$ cat config.mk
export PLATFORM = sky130hd
export DESIGN_NAME = riscv_decode_stage
export DESIGN_NICKNAME = d
export VERILOG_FILES = /design/src/rtl/riscv_pkg.sv /design/src/rtl/riscv_decode_core.sv /design/src/rtl/riscv_decode_stage.sv
export SDC_FILE = /design/constraint.sdc
export NUM_CORES = 1
export LEC_CHECK = 0
export CAP_MARGIN = 25
export CELL_PAD_IN_SITES_DETAIL_PLACEMENT = 0
export CELL_PAD_IN_SITES_GLOBAL_PLACEMENT = 1
export CORE_MARGIN = 8
export CORE_UTILIZATION = 38
export DETAILED_ROUTE_END_ITERATION = 10
export MAX_ROUTING_LAYER = met4
export PLACE_DENSITY = 0.81
export RECOVER_POWER = 100
export SLEW_MARGIN = 0
export SYNTH_ARGS = -nofsm -noshare
export SYNTH_HDL_FRONTEND = slang
export SYNTH_SLANG_ARGS = --single-unit
$ cat constraint.sdc
create_clock -name clk -period 6.15 [get_ports clk]
set_clock_uncertainty 0.1 [all_clocks]
set_input_delay 1.23 -clock clk [delete_from_list [all_inputs] [get_ports clk]]
set_output_delay 1.23 -clock clk [all_outputs]
set_load 0.01 [all_outputs]
$ cat src/rtl/riscv_pkg.sv
// rtl/riscv_pkg.sv - RV32I opcode constants, instruction format encoding and decode entry type
//
// Shared by the decode core and the decode stage.
//   OPC_*       : base opcode constants for the formats the decoder recognises
//   instr_fmt_e : one-hot instruction format {J,U,B,S,I,R}, R in bit 0, zero = illegal
//   decode_t    : one decoded instruction as stored in the decode-stage FIFO
//
// pc and imm are held at XLEN_MAX bits so the same entry type serves any
// stage XLEN up to 64; the stage zero-extends pc, sign-extends imm and
// trims both back to its own XLEN on the way out.

package riscv_pkg;

  localparam int XLEN_MAX = 64;

  localparam logic [6:0] OPC_OP     = 7'b0110011;
  localparam logic [6:0] OPC_OP_IMM = 7'b0010011;
  localparam logic [6:0] OPC_LOAD   = 7'b0000011;
  localparam logic [6:0] OPC_JALR   = 7'b1100111;
  localparam logic [6:0] OPC_STORE  = 7'b0100011;
  localparam logic [6:0] OPC_BRANCH = 7'b1100011;
  localparam logic [6:0] OPC_LUI    = 7'b0110111;
  localparam logic [6:0] OPC_AUIPC  = 7'b0010111;
  localparam logic [6:0] OPC_JAL    = 7'b1101111;

  typedef enum logic [5:0] {
    FMT_NONE = 6'b000000,
    FMT_R    = 6'b000001,
    FMT_I    = 6'b000010,
    FMT_S    = 6'b000100,
    FMT_B    = 6'b001000,
    FMT_U    = 6'b010000,
    FMT_J    = 6'b100000
  } instr_fmt_e;

  typedef struct packed {
    logic [XLEN_MAX-1:0] pc;
    logic [4:0]          rs1;
    logic [4:0]          rs2;
    logic [4:0]          rd;
    logic [6:0]          op;
    logic [2:0]          funct3;
    logic [6:0]          funct7;
    instr_fmt_e          fmt;
    logic [XLEN_MAX-1:0] imm;
    logic                illegal;
  } decode_t;

endpackage

$ cat src/rtl/riscv_decode_core.sv
// rtl/riscv_decode_core.sv - combinational RV32I instruction field, format and immediate decode
//
// Ports:
//   instr_i                 in  32  instruction word
//   rs1_o, rs2_o, rd_o      out 5   raw register index fields
//   op_o                    out 7   opcode field
//   funct3_o, funct7_o      out 3/7 raw funct fields
//   fmt_o                   out 6   one-hot format {J,U,B,S,I,R}, 0 when illegal
//   imm_o                   out 32  immediate, already sign-extended to 32 bits
//   illegal_o               out 1   opcode unknown or instr[1:0] != 2'b11

module riscv_decode_core
  import riscv_pkg::*;
(
  input  logic [31:0] instr_i,
  output logic [4:0]  rs1_o,
  output logic [4:0]  rs2_o,
  output logic [4:0]  rd_o,
  output logic [6:0]  op_o,
  output logic [2:0]  funct3_o,
  output logic [6:0]  funct7_o,
  output logic [5:0]  fmt_o,
  output logic [31:0] imm_o,
  output logic        illegal_o
);

  instr_fmt_e  fmt;
  logic [31:0] imm;

  // Raw fields go through untouched regardless of format or legality.
  assign rs1_o    = instr_i[19:15];
  assign rs2_o    = instr_i[24:20];
  assign rd_o     = instr_i[11:7];
  assign op_o     = instr_i[6:0];
  assign funct3_o = instr_i[14:12];
  assign funct7_o = instr_i[31:25];

  always_comb begin
    fmt = FMT_NONE;
    case (instr_i[6:0])
      OPC_OP:                          fmt = FMT_R;
      OPC_OP_IMM, OPC_LOAD, OPC_JALR:  fmt = FMT_I;
      OPC_STORE:                       fmt = FMT_S;
      OPC_BRANCH:                      fmt = FMT_B;
      OPC_LUI, OPC_AUIPC:              fmt = FMT_U;
      OPC_JAL:                         fmt = FMT_J;
      default:                         fmt = FMT_NONE;
    endcase
    // Compressed-space encodings are not supported by this core.
    if (instr_i[1:0] != 2'b11) begin
      fmt = FMT_NONE;
    end
  end

  always_comb begin
    imm = '0;
    case (fmt)
      FMT_I: imm = {{20{instr_i[31]}}, instr_i[31:20]};
      FMT_S: imm = {{20{instr_i[31]}}, instr_i[31:25], instr_i[11:7]};
      FMT_B: imm = {{19{instr_i[31]}}, instr_i[31], instr_i[7], instr_i[30:25],
                    instr_i[11:8], 1'b0};
      FMT_U: imm = {instr_i[31:12], 12'b0};
      FMT_J: imm = {{11{instr_i[31]}}, instr_i[31], instr_i[19:12], instr_i[20],
                    instr_i[30:21], 1'b0};
      default: imm = '0;
    endcase
  end

  assign fmt_o     = fmt;
  assign imm_o     = imm;
  assign illegal_o = (fmt == FMT_NONE);

endmodule

$ cat src/rtl/riscv_decode_stage.sv
// rtl/riscv_decode_stage.sv - registered RV32I decode stage with DEPTH-entry output FIFO
//
// Parameters: XLEN (data/PC width), DEPTH (FIFO entries, >= 1), CNT_W (illegal counter width)
// Ports:
//   clk, reset_n                  clock, synchronous active-low reset
//   in_valid_i / in_ready_o       fetch handshake; pc_i, instr_i offered instruction
//   flush_i                       drop every buffered entry and the current offer
//   out_valid_o / out_ready_i     execute handshake on the FIFO head
//   pc_o, rs1_o, rs2_o, rd_o, op_o, funct3_o, funct7_o, fmt_o, imm_o, illegal_o
//                                 head entry fields, all zero while empty
//   illegal_cnt_o                 saturating count of accepted illegal instructions

module riscv_decode_stage
  import riscv_pkg::*;
#(
  parameter int XLEN  = 32,
  parameter int DEPTH = 2,
  parameter int CNT_W = 16
) (
  input  logic             clk,
  input  logic             reset_n,
  input  logic             in_valid_i,
  output logic             in_ready_o,
  input  logic [XLEN-1:0]  pc_i,
  input  logic [31:0]      instr_i,
  input  logic             flush_i,
  output logic             out_valid_o,
  input  logic             out_ready_i,
  output logic [XLEN-1:0]  pc_o,
  output logic [4:0]       rs1_o,
  output logic [4:0]       rs2_o,
  output logic [4:0]       rd_o,
  output logic [6:0]       op_o,
  output logic [2:0]       funct3_o,
  output logic [6:0]       funct7_o,
  output logic [5:0]       fmt_o,
  output logic [XLEN-1:0]  imm_o,
  output logic             illegal_o,
  output logic [CNT_W-1:0] illegal_cnt_o
);

  localparam int PW = (DEPTH > 1) ? $clog2(DEPTH) : 1;
  localparam int CW = $clog2(DEPTH + 1);

  logic [4:0]  core_rs1, core_rs2, core_rd;
  logic [6:0]  core_op, core_funct7;
  logic [2:0]  core_funct3;
  logic [5:0]  core_fmt;
  logic [31:0] core_imm;
  logic        core_illegal;

  riscv_decode_core u_core (
    .instr_i   (instr_i),
    .rs1_o     (core_rs1),
    .rs2_o     (core_rs2),
    .rd_o      (core_rd),
    .op_o      (core_op),
    .funct3_o  (core_funct3),
    .funct7_o  (core_funct7),
    .fmt_o     (core_fmt),
    .imm_o     (core_imm),
    .illegal_o (core_illegal)
  );

  decode_t entry_d;

  always_comb begin
    entry_d         = '0;
    entry_d.pc      = XLEN_MAX'(pc_i);
    entry_d.rs1     = core_rs1;
    entry_d.rs2     = core_rs2;
    entry_d.rd      = core_rd;
    entry_d.op      = core_op;
    entry_d.funct3  = core_funct3;
    entry_d.funct7  = core_funct7;
    entry_d.fmt     = instr_fmt_e'(core_fmt);
    entry_d.imm     = XLEN_MAX'($signed(core_imm));
    entry_d.illegal = core_illegal;
  end

  decode_t          mem_q [DEPTH];
  logic [PW-1:0]    wr_ptr_q, wr_ptr_d;
  logic [PW-1:0]    rd_ptr_q, rd_ptr_d;
  logic [CW-1:0]    count_q, count_d;
  logic [CNT_W-1:0] illegal_cnt_q, illegal_cnt_d;
  logic             push, pop;

  function automatic logic [PW-1:0] ptr_inc(input logic [PW-1:0] p);
    return (p == PW'(DEPTH - 1)) ? '0 : p + 1'b1;
  endfunction

  // Ready depends on stored occupancy only, so a pop in a full cycle
  // cannot open a same-cycle push.
  assign in_ready_o  = (count_q < CW'(DEPTH));
  assign out_valid_o = (count_q != '0);
  assign push        = in_valid_i && in_ready_o && !flush_i;
  assign pop         = out_valid_o && out_ready_i && !flush_i;

  always_comb begin
    wr_ptr_d = wr_ptr_q;
    rd_ptr_d = rd_ptr_q;
    count_d  = count_q;
    if (flush_i) begin
      wr_ptr_d = '0;
      rd_ptr_d = '0;
      count_d  = '0;
    end else begin
      if (push) wr_ptr_d = ptr_inc(wr_ptr_q);
      if (pop)  rd_ptr_d = ptr_inc(rd_ptr_q);
      case ({push, pop})
        2'b10:   count_d = count_q + 1'b1;
        2'b01:   count_d = count_q - 1'b1;
        default: count_d = count_q;
      endcase
    end
  end

  // Counts instructions actually accepted; flush leaves the history intact.
  always_comb begin
    illegal_cnt_d = illegal_cnt_q;
    if (push && entry_d.illegal && (illegal_cnt_q != '1)) begin
      illegal_cnt_d = illegal_cnt_q + 1'b1;
    end
  end

  always_ff @(posedge clk) begin
    if (!reset_n) begin
      wr_ptr_q      <= '0;
      rd_ptr_q      <= '0;
      count_q       <= '0;
      illegal_cnt_q <= '0;
    end else begin
      wr_ptr_q      <= wr_ptr_d;
      rd_ptr_q      <= rd_ptr_d;
      count_q       <= count_d;
      illegal_cnt_q <= illegal_cnt_d;
    end
  end

  // Entry storage needs no reset: the head is masked whenever the count is zero.
  always_ff @(posedge clk) begin
    if (push) begin
      mem_q[wr_ptr_q] <= entry_d;
    end
  end

  decode_t head;
  logic    unused_head;

  assign head        = out_valid_o ? mem_q[rd_ptr_q] : '0;
  assign unused_head = ^{head.pc, head.imm};

  assign pc_o          = head.pc[XLEN-1:0];
  assign rs1_o         = head.rs1;
  assign rs2_o         = head.rs2;
  assign rd_o          = head.rd;
  assign op_o          = head.op;
  assign funct3_o      = head.funct3;
  assign funct7_o      = head.funct7;
  assign fmt_o         = head.fmt;
  assign imm_o         = head.imm[XLEN-1:0];
  assign illegal_o     = head.illegal;
  assign illegal_cnt_o = illegal_cnt_q;

endmodule

---- Word level (Yosys, flattened, before mapping) ----
Memory sizes are Yosys's and may differ from the RTL's. A register that Yosys moved wholly into a read port is not among the register bits.
Index checks and enable logic that the tools add are counted.
Widths: inputs -> output; s select.
word-level totals
  word-level logic and storage cells ...... 54
  register bits after elaboration ......... 20
  bits in writable memories ............... 270
  memory bits (read-only) ................. 0
  memories kept ........................... 1
  output and inout bits ................... 121
  bits of input ports ..................... 69
  latch bits .............................. 0
operators by class
  multiply operators ...................... 0
  equal/unequal tests ..................... 18
  $lt $le $gt $ge ......................... 1
  divide/modulo/power cells ............... 0
  bitwise operators ....................... 1
  reduce and logical (&&, ||, !) cells .... 13
  shift operators ......................... 0
  mux-type cells .......................... 11
  $add $sub $neg .......................... 5
memories
  name   words  bits a word  rd ports  clocked after memory_dff  write ports  RTL line                  RTL
  mem_q  2      135          1         1                         1            riscv_decode_stage.sv:81  decode_t mem_q [DEPTH];
operators with widths
  operator               number
  $pmux 32 s5            1
  $mux 135               1
  $pmux 6 s6             1
  $eq 7x6->1 const B     3
  $eq 7x7->1 const B     3
  $add 16x1->16 const B  1
  $ne 16x16->1 const B   1
  $eq 7x5->1 const B     2
  $eq 7x2->1 const B     1
  $eq 6x2->1 const B     1
  $eq 6x3->1 const B     1
  $eq 6x4->1 const B     1
  $eq 6x5->1 const B     1
  $eq 6x6->1 const B     1
  $logic_and 1x1->1      6
  $logic_not 6->1        1
  $mux 1                 6
  $mux 6                 1
  $pmux 2 s2             1
  $reduce_bool 2->1      2
  $reduce_or 2->1        2
  $reduce_or 3->1        1
  $add 1x1->1 const B    2
  $add 2x1->2 const B    1
  7 further kinds        7

---- Depth between registers and ports, before layout ----
Gate-level depths: netlist of run 1.
  depth after elaboration ................. 7
  depth in mapped cells ................... 8
  gate-level depth less buffers ........... 8

---- Modules after synthesis ----
From an unflattened synthesis of run 1, not the netlist that was laid out.
unflattened totals
  cells, all modules ...................... 678
  area total of the unflattened synthesis .. 9639.2 µm²
by module, submodules not included
  module              sequential area each (µm²)  instances  area an instance (µm²)  cells each
  riscv_decode_stage  6606.3                      1          8859.7                  568
  riscv_decode_core   0.0                         1          779.5                   110

---- Worst setup path before layout of run 1 ----
OpenSTA, ideal clock, no wires.
  path kind ............................... input -> register
  start ................................... input port flush_i
  end ..................................... memory mem_q[0][0] (netlist name), enable pin
  path buffers ............................ 0
  path slack .............................. -0.519 ns
  required time ........................... 5.484 ns
  arrival time ............................ 6.003 ns
  stages .................................. 4
  library setup time ...................... 0.566 ns
  path through ............................ nor2_1 -> and2_0 -> inv_1 -> nor2_1
between the ends
  cells in the longest elaborated chain, start to end .. 4
ends and longest elaborated chain
  what                          RTL line                   RTL
  start, declared               riscv_decode_stage.sv:26   input logic flush_i,
  $logic_not 1->1               riscv_decode_stage.sv:96   assign push = in_valid_i && in_ready_o && !flush_i;
  $logic_and 1x1->1             riscv_decode_stage.sv:96
  $mux 1                        riscv_decode_stage.sv:142  if (push) begin
  $mux 1 (not written as such)  riscv_decode_stage.sv:143  mem_q[wr_ptr_q] <= entry_d;
  end, declared                 riscv_decode_stage.sv:81
No other way between the ends.

---- Worst setup path after layout of run 1 ----
  start ................................... input port flush_i
  end ..................................... memory mem_q[0][66] (netlist name), enable pin
Same word-level chain as after synthesis.

==> results.toml, run 1 <==
[timing]
period_share = 0.791
rsz0062_at_grt = "no"
drv_slew = 118
worstMarginPinSlew_ns = 1.94
finalSetupViolCount = 0
slew_headroom = -0.292
hold_viol = 0
fin_hold_ws_ns = 0.387
fin_crit_ns = 4.87
setup_tns_ns = 0
max_freq_mhz = 205

[route]
viasPerCell = 4.91
routed_wl_um = 21800
antenna_left = 0
vias = 5762
routedWlPerCell_um = 18.5
drc = 0
drtPass1Iterations = 4
drtIter0Drc = 323

[power_and_ir_drop]
pwr-share-comb = 0.062
p_clk_frac = 0.401
seq_power_share = 0.537
peakVddDrop_mv = 0.144
p_sw_frac = 0.207
p_leak_nw = 4.20
power.density_mw_per_mm2 = 263
intPower_mw = 2.56
power_switching_mw = 0.668

[finish]
fillers = 2100
synthToLayoutAreaGrowth_pct = 30.8
layout-drive-gt1-share = 0.0637
nets = 901

[global_route]
grt_pass1_wl_um = 34000
overflow = 0
grt_pass1_vias = 6031
track_usage = 0.145
antenna_found_initial = 2
grt_max_degree = 71

[critical_path]
regToRegEndpoint = "mem_q[0][66]"
worst_setup_path_start_kind = "input pin"
cp-end-kind = "register"
critPathSlowestCell = "clkbuf_1"
crit_family = "buffers and inverters"
path_max_fanout = 31
cp_slowest_stage_delay_ns = 1.43
critPathKind = "in2reg"
reg2reg_from = "count_q[1]"
crit_arrival_ns = 4.89
ff2ff_setup_slack_ns = 2.22
r2r_cells = 6
crit_buf_inv = 4
required_ns = 6.17
cp_cell_sequence = "dlygate4sd3_1, nor2_1, and2_0, inv_1, nor2_1, clkbuf_1, clkbuf_1"

[synth]
ys_top_cells_by_count = "edfxtp_1, nor2_1, mux2i_1"
syn_nets = 709
netlist.area_leader.share = 0.660
synth_area_leaders = "edfxtp_1, mux2i_1, nor2_1"
synth-seq-area-share = 0.705
postSynthCellCount = 638
synthDistinctLibCells = 49
synth_top_area_cell = "edfxtp_1"
synth_ff_type = "edfxtp_1"
synth.most_common_cell = "edfxtp_1"
yosysWarningCount = 0
syn_area_mm2 = 0.00937
synth_edf_count = 206
synth.avg_cell_area_um2 = 14.7
synth-seq-cells = 227
synth-async-reset-ratio = 0

[clock_tree]
cts_sinks = 227
clock_path_buffers = 3
cts_hold_buf = 0
cts_tree = "yes"
clock-root-buffer = "clkbuf_16"
clk_latency_ns = 0.50
cts_resized = 0
cts_setup_buffers = 0
cts_made_buffers = 24
clkTransAtPathRegs_ns = 0.06
htreeDepth = 1

[die]
rows = 57
core-area_mm2 = 0.0242
fp.dieH_um = 173
fp.dieW_um = 173
initial_core_util = 0.386
top_level_ports = 190
die_area_mm2 = 0.0299

[placed_design]
io_buffers = 189
dp_hpwl_um = 14900
globalplace.congestion = 0.787

[run_status]
violations = "capacitance limit, slew limit"
status = "finished, violations left"

[hold_path]
hold_path_class = "reg2reg"
min_to = "illegal_cnt_o[9]"
hold_path_depth = 2
hold_path.startpoint = "illegal_cnt_o[9]"

[flow_run]
cap_violations = 4
area by class of cell:
class                           instances  area, um2  area share
Sequential cell                       227       6610       0.539
Antenna cell                            2       5.00    0.000408
Inverter                                7       26.3     0.00214
Tap cell                              324        405      0.0331
Clock buffer                           36        667      0.0544
Clock inverter                          8       41.3     0.00337
Multi-Input combinational cell        372       2520       0.206
Timing Repair Buffer                  198       1970       0.161
kinds of logic (layout without fill, tap and decap cells):
family	after synthesis	in the layout	share of synthesized area
buffers and inverters	39	249	0.0207
adder cells (fa/ha/maj)	2	2	0.00267
flip-flops	227	227	0.705
AO/OA/AOI/OAI	58	58	0.0487
other	0	2	0
XOR/XNOR	6	6	0.00641
AND/OR/NAND/NOR	201	201	0.104
multiplexers	105	105	0.112
worst max path at each step:
stage / from / depth (start not counted) / slack, ns / endpoint
floorplan: flush_i / 4 / 1.21 / mem_q[0][0]
global placement: flush_i / 6 / 2.13 / mem_q[0][123]
detailed placement: flush_i / 6 / 2.06 / mem_q[0][118]
CTS: register / 4 / 1.89 / imm_o[4]
global route: count_q[1] / 4 / 0.90 / funct3_o[0]
finish: flush_i / 7 / 1.28 / mem_q[0][66]
tightest hold or removal path, cell delays in order, from the launching register on:
cell	delay, ns
dfxtp_1	0.33
o21ai_2	0.07
a21oi_2	0.04
stage by stage:
stage	instance area, um2	instances	utilization	power (mW)	setup slack (ns)
6_report	12300	1174	0.505	3.23	1.28
2_1_floorplan	9370	638	-	1.86	1.21
4_1_cts	12300	1171	0.508	3.28	1.89
5_1_grt	12300	1174	0.505	3.34	0.895
3_3_place_gp	11600	1127	0.479	1.98	2.13
3_5_place_dp	11600	1127	0.479	1.98	2.06
state kept, by name, summed over array words and instances (netlist names), named ones only:
register	count
mem_q	206
rd_ptr_q	1
wr_ptr_q	1
count_q	2
illegal_cnt_o	16
placed cells by master (no fill, tap or decap), types with 9 or more instances in the layout:
master | netlist | final
and2_0 | 1 | 9
nor2_1 | 119 | 119
clkdlybuf4s50_1 | 0 | 49
mux2i_1 | 105 | 105
nand2_1 | 13 | 13
dlygate4sd3_1 | 0 | 140
a21o_1 | 19 | 19
clkbuf_16 | 0 | 25
edfxtp_1 | 206 | 206
clkbuf_1 | 16 | 14
or3_1 | 11 | 11
a21oi_1 | 9 | 10
dfxtp_1 | 21 | 20
nand3_1 | 10 | 10
per-layer routing:
metal  vias up  GRT usage  routed length [um]
met5         -          -                   0
li1       2760          -                   -
met3        25     0.0370                1530
met1      2775      0.194               10300
met2       202      0.220                9660
met4         0     0.0298                 303
power groups by stage:
stage / Combinational (mW) / Clock [mW] / Sequential [mW]
after floorplan: 0.0967 / 0 / 1.76
after global placement: 0.216 / 0 / 1.76
after detailed placement: 0.219 / 0 / 1.77
after CTS: 0.220 / 1.33 / 1.73
after global routing: 0.219 / 1.39 / 1.74
final: 0.200 / 1.29 / 1.73
(Power assumes the default switching activity.)
==> run 2: changes to the inputs <==
==> constraint.sdc (replaced) <==
create_clock -name clk -period 4.35 [get_ports clk]
set_clock_uncertainty 0.1 [all_clocks]
set_input_delay 0.87 -clock clk [delete_from_list [all_inputs] [get_ports clk]]
set_output_delay 0.87 -clock clk [all_outputs]
set_load 0.01 [all_outputs]
==> results.toml, run 2 (same netlist as run 1, synthesis figures left out) <==
[route]
drc = 0
routedWlPerCell_um = 18.7
drtIter0Drc = 239
routed_wl_um = 22000
vias = 5832
drtPass1Iterations = 4
viasPerCell = 4.95
antenna_left = 0

[die]
initial_core_util = 0.386
fp.dieW_um = 173
fp.dieH_um = 173
core-area_mm2 = 0.0242
top_level_ports = 190
die_area_mm2 = 0.0299
rows = 57

[power_and_ir_drop]
peakVddDrop_mv = 0.232
p_leak_nw = 4.40
finalPower_mw = 4.73
power.density_mw_per_mm2 = 383

[global_route]
grt_pass1_wl_um = 34200
track_usage = 0.146
grt_max_degree = 103
antenna_found_initial = 4
grt_pass1_vias = 6061
overflow = 0

[timing]
finalSetupViolCount = 0
slew_headroom = -0.202
period_share = 0.886
setup_tns_ns = 0
fin_ws_ns = 0.498
fin_crit_ns = 3.85
max_freq_mhz = 260
worstMarginPinSlew_ns = 1.80
hold_viol = 0
rsz0062_at_grt = "no"
drv_slew = 157

[clock_tree]
cts_made_buffers = 25
htreeDepth = 1
cts_sinks = 227
cts_resized = 0
clock_path_buffers = 3
clock-root-buffer = "clkbuf_16"
clkTransAtPathRegs_ns = 0.06
cts_hold_buf = 0
cts_setup_buffers = 0
clk_latency_ns = 0.53
cts_tree = "yes"

[hold_path]
hold_path_class = "reg2reg"

[critical_path]
cp-end-kind = "output pin"
critPathSlowestCell = "dfxtp_4"
critical_path_depth = 4
r2r_cells = 3
regToRegEndpoint = "mem_q[1][120]"
cp-endpoint = "pc_o[26]"
required_ns = 3.38
crit_family = "buffers and inverters"
cp_slowest_stage_delay_ns = 0.79
crit_buf_inv = 2
reg2reg_from = "count_q[1]"
crit_arrival_ns = 2.88
cp_cell_sequence = "clkbuf_2, mux2i_1, nor2_1, dlygate4sd3_1"
path_max_fanout = 35
critPathKind = "reg2out"
worst_setup_path_start_kind = "register"
ff2ff_setup_slack_ns = 1.16

[finish]
seq_area_mm2 = 0.00661
largest_reg_flops = 206
layout-drive-gt1-share = 0.0718
synthToLayoutAreaGrowth_pct = 31.7
mostFrequentLayoutCells = "edfxtp_1, dlygate4sd3_1, nor2_1"
multi_input_area_mm2 = 0.00252
fillers = 2126
stdcell_count = 1178
largest-register = "mem_q"
layout_commonest_cell = "edfxtp_1"
fin_util = 0.509
nets = 904

[run_status]
status = "finished, violations left"
violations = "capacitance limit, slew limit"

[flow_run]
cap_violations = 3

[placed_design]
placed_cells = 1130
io_buffers = 189
post-place-ws_ns = 1.08
globalplace.congestion = 0.807
dp_hpwl_um = 14700
## run 2: cell types whose count changed in the layout (fill, tap and decap cells not counted), sizes merged
cell	change
bufinv	+2
clkinv	+7
inv	+1
clkinvlp	-2
diode	+2
clkdlybuf4s50	-40
buf	+1
dlygate4sd3	+40
clkbuf	-7
## run 2: stage by stage
| stage | hold slack, ns | instance area, um2 |
|---|---|---|
| 6_report | 0.389 | 12300 |
| 5_1_grt | 0.408 | 12300 |
| 4_1_cts | 0.396 | 12400 |
| 3_5_place_dp | 0.382 | 11700 |
| 3_3_place_gp | 0.379 | 11700 |
| 2_1_floorplan | 0.372 | 9380 |
## run 2: tightest hold or removal path, delay by kind of cell, from the launching register on
family	cells	cell delay, ns
flip-flops	1	0.33
AO/OA/AOI/OAI	2	0.11
## run 2: worst min path at each step
stage	from	depth (start not counted)	end
final	illegal_cnt_o[9]	2	illegal_cnt_o[9]
after global routing	illegal_cnt_o[9]	2	illegal_cnt_o[9]
after CTS	illegal_cnt_o[9]	2	illegal_cnt_o[9]
after detailed placement	illegal_cnt_o[9]	2	illegal_cnt_o[9]
after global placement	illegal_cnt_o[9]	2	illegal_cnt_o[9]
after floorplan	rd_ptr_q	2	register
## run 2: per-layer routing
metal  global-route usage  wire [um]  vias up
met5                    -          0        -
met3               0.0399       1360       32
met1                0.190      10300     2837
met4               0.0327        460        0
met2                0.226       9850      200
li1                     -          -     2763
## run 2: cell type report
cell class	count	share of cell area
Multi-Input combinational cell	372	0.204
Clock buffer	28	0.0516
Antenna cell	4	0.000811
Timing Repair Buffer	200	0.161
Inverter	7	0.00213
Sequential cell	227	0.536
Clock inverter	16	0.0114
Tap cell	324	0.0329
## run 2: report_power, final
group | switching, mW | internal, mW | leakage (nW)
Sequential | 0.0161 | 2.43 | 2.04
Combinational | 0.156 | 0.121 | 1.97
Clock | 0.826 | 1.17 | 0.384
==> run 3: changes to the inputs <==
--- a/config.mk
+++ b/config.mk
@@ -8,7 +8,7 @@
 export CAP_MARGIN = 25
 export CELL_PAD_IN_SITES_DETAIL_PLACEMENT = 0
 export CELL_PAD_IN_SITES_GLOBAL_PLACEMENT = 1
-export CORE_MARGIN = 8
+export CORE_MARGIN = 3
 export CORE_UTILIZATION = 38
 export DETAILED_ROUTE_END_ITERATION = 10
 export MAX_ROUTING_LAYER = met4
==> results.toml, run 3 (same netlist as run 1, synthesis figures left out) <==
[placed_design]
dp_hpwl_um = 14000
placed_cells = 1126
globalplace.congestion = 0.801
io_buffers = 189

[global_route]
grt_pass1_wl_um = 32300
grt_pass1_vias = 5802
antenna_found_initial = 5
track_usage = 0.160
grt_max_degree = 66
overflow = 0

[critical_path]
crit_buf_inv = 3
cp-end-kind = "register"
critPathSlowestCell = "clkbuf_2"
path_common_cell = "nor2_1"
crit_family = "buffers and inverters"
path_max_fanout = 50
worst_setup_path_start_kind = "input pin"
required_ns = 4.37
cp_slowest_stage_delay_ns = 1.11
crit_arrival_ns = 3.78
critPathKind = "in2reg"
cp_cell_sequence = "dlygate4sd3_1, nor2_1, and2_0, inv_1, nor2_1, clkbuf_2"

[clock_tree]
cts_resized = 0
cts_made_buffers = 25
clock-root-buffer = "clkbuf_16"
cts_sinks = 227
clock_path_buffers = 3
cts_setup_buffers = 0
clkTransAtPathRegs_ns = 0.06
cts_tree = "yes"
cts_hold_buf = 0
clk_latency_ns = 0.51
htreeDepth = 1

[power_and_ir_drop]
power.density_mw_per_mm2 = 387
peakVddDrop_mv = 0.209
p_leak_nw = 4.42

[timing]
fin_crit_ns = 3.76
finalSetupViolCount = 0
slew_headroom = -0.249
worstMarginPinSlew_ns = 1.86
period_share = 0.864
setup_tns_ns = 0
rsz0062_at_grt = "no"
hold_viol = 0
drv_slew = 121
max_freq_mhz = 266

[finish]
layout-drive-gt1-share = 0.0715
largest_reg_flops = 206
mostFrequentLayoutCells = "edfxtp_1, dlygate4sd3_1, nor2_1"
fillers = 2054
largest-register = "mem_q"
synthToLayoutAreaGrowth_pct = 32.3
layout_commonest_cell = "edfxtp_1"
stdcell_count = 1178
nets = 905

[route]
antenna_left = 0
routed_wl_um = 21000
drtIter0Drc = 289
drtPass1Iterations = 4
drc = 0
routedWlPerCell_um = 17.9
vias = 5785
viasPerCell = 4.91

[hold_path]
hold_path_class = "reg2reg"

[run_status]
status = "finished, violations left"
violations = "capacitance limit, slew limit"

[die]
fp.dieH_um = 163
top_level_ports = 190
initial_core_util = 0.393
rows = 56
die_area_mm2 = 0.0266
core-area_mm2 = 0.0238
fp.dieW_um = 163

[flow_run]
cap_violations = 3
[run 3: cell types whose count changed in the layout (fill, tap and decap cells not counted), moves of 2 or more]
| cell | previous run | this run |
|---|---|---|
| a21oi_1 | 9 | 12 |
| buf_4 | 5 | 2 |
| diode_2 | 4 | 6 |
| buf_12 | 2 | 4 |
| a21oi_2 | 7 | 4 |
| clkbuf_1 | 4 | 7 |
| inv_6 | 0 | 2 |
[run 3: layout make-up]
class                           count  area, um2  share of cell area
Inverter                            7       26.3             0.00212
Clock inverter                     17        164              0.0132
Antenna cell                        6       15.0             0.00121
Sequential cell                   227       6610               0.533
Multi-Input combinational cell    372       2520               0.203
Timing Repair Buffer              201       2010               0.162
Tap cell                          319        399              0.0322
Clock buffer                       29        651              0.0525
[run 3: where the power goes]
group / leakage [nW] / switching [mW] / internal [mW] / total (mW)
registers: 2.04 / 0.0166 / 2.43 / 2.45
clock network: 0.400 / 0.818 / 1.25 / 2.07
logic: 1.98 / 0.155 / 0.123 / 0.278
total: 4.42 / 0.989 / 3.81 / 4.80
[run 3: metrics by stage]
stage           util  power [mW]  instance area [um2]  hold WS (ns)  setup WS [ns]
2_1_floorplan      -        2.63                 9380         0.372          0.370
3_3_place_gp   0.490        2.80                11700         0.377           1.12
3_5_place_dp   0.490        2.81                11700         0.385           1.01
4_1_cts        0.525        4.88                12500         0.393          0.747
5_1_grt        0.520        4.97                12400         0.403          0.334
6_report       0.520        4.80                12400         0.394          0.592
[run 3: routing by layer]
metal / track usage / share of wire / up-vias
li1: - / - / 2781
met1: 0.211 / 0.45 / 2773
met2: 0.244 / 0.45 / 199
met3: 0.0510 / 0.085 / 32
met4: 0.0365 / 0.020 / 0
met5: - / 0 / -
[run 3: final timing paths]
kind,end,depth (start not counted),startpoint,slack [ns]
worst min-delay path,illegal_cnt_o[9],2,illegal_cnt_o[9],0.39
worst max-delay path,mem_q[0][134],6,flush_i,0.59
worst max register to register,mem_q[0][134],5,count_q[1],1.13
worst min register to register,illegal_cnt_o[9],2,illegal_cnt_o[9],0.39
[run 3: worst register-to-register path, stage by stage, from the launching register on]
cell and delay, ns:
dfxtp_1 0.38, nor2_1 0.15, and2_0 0.28, inv_1 0.10
nor2_1 0.68, clkbuf_2 1.11
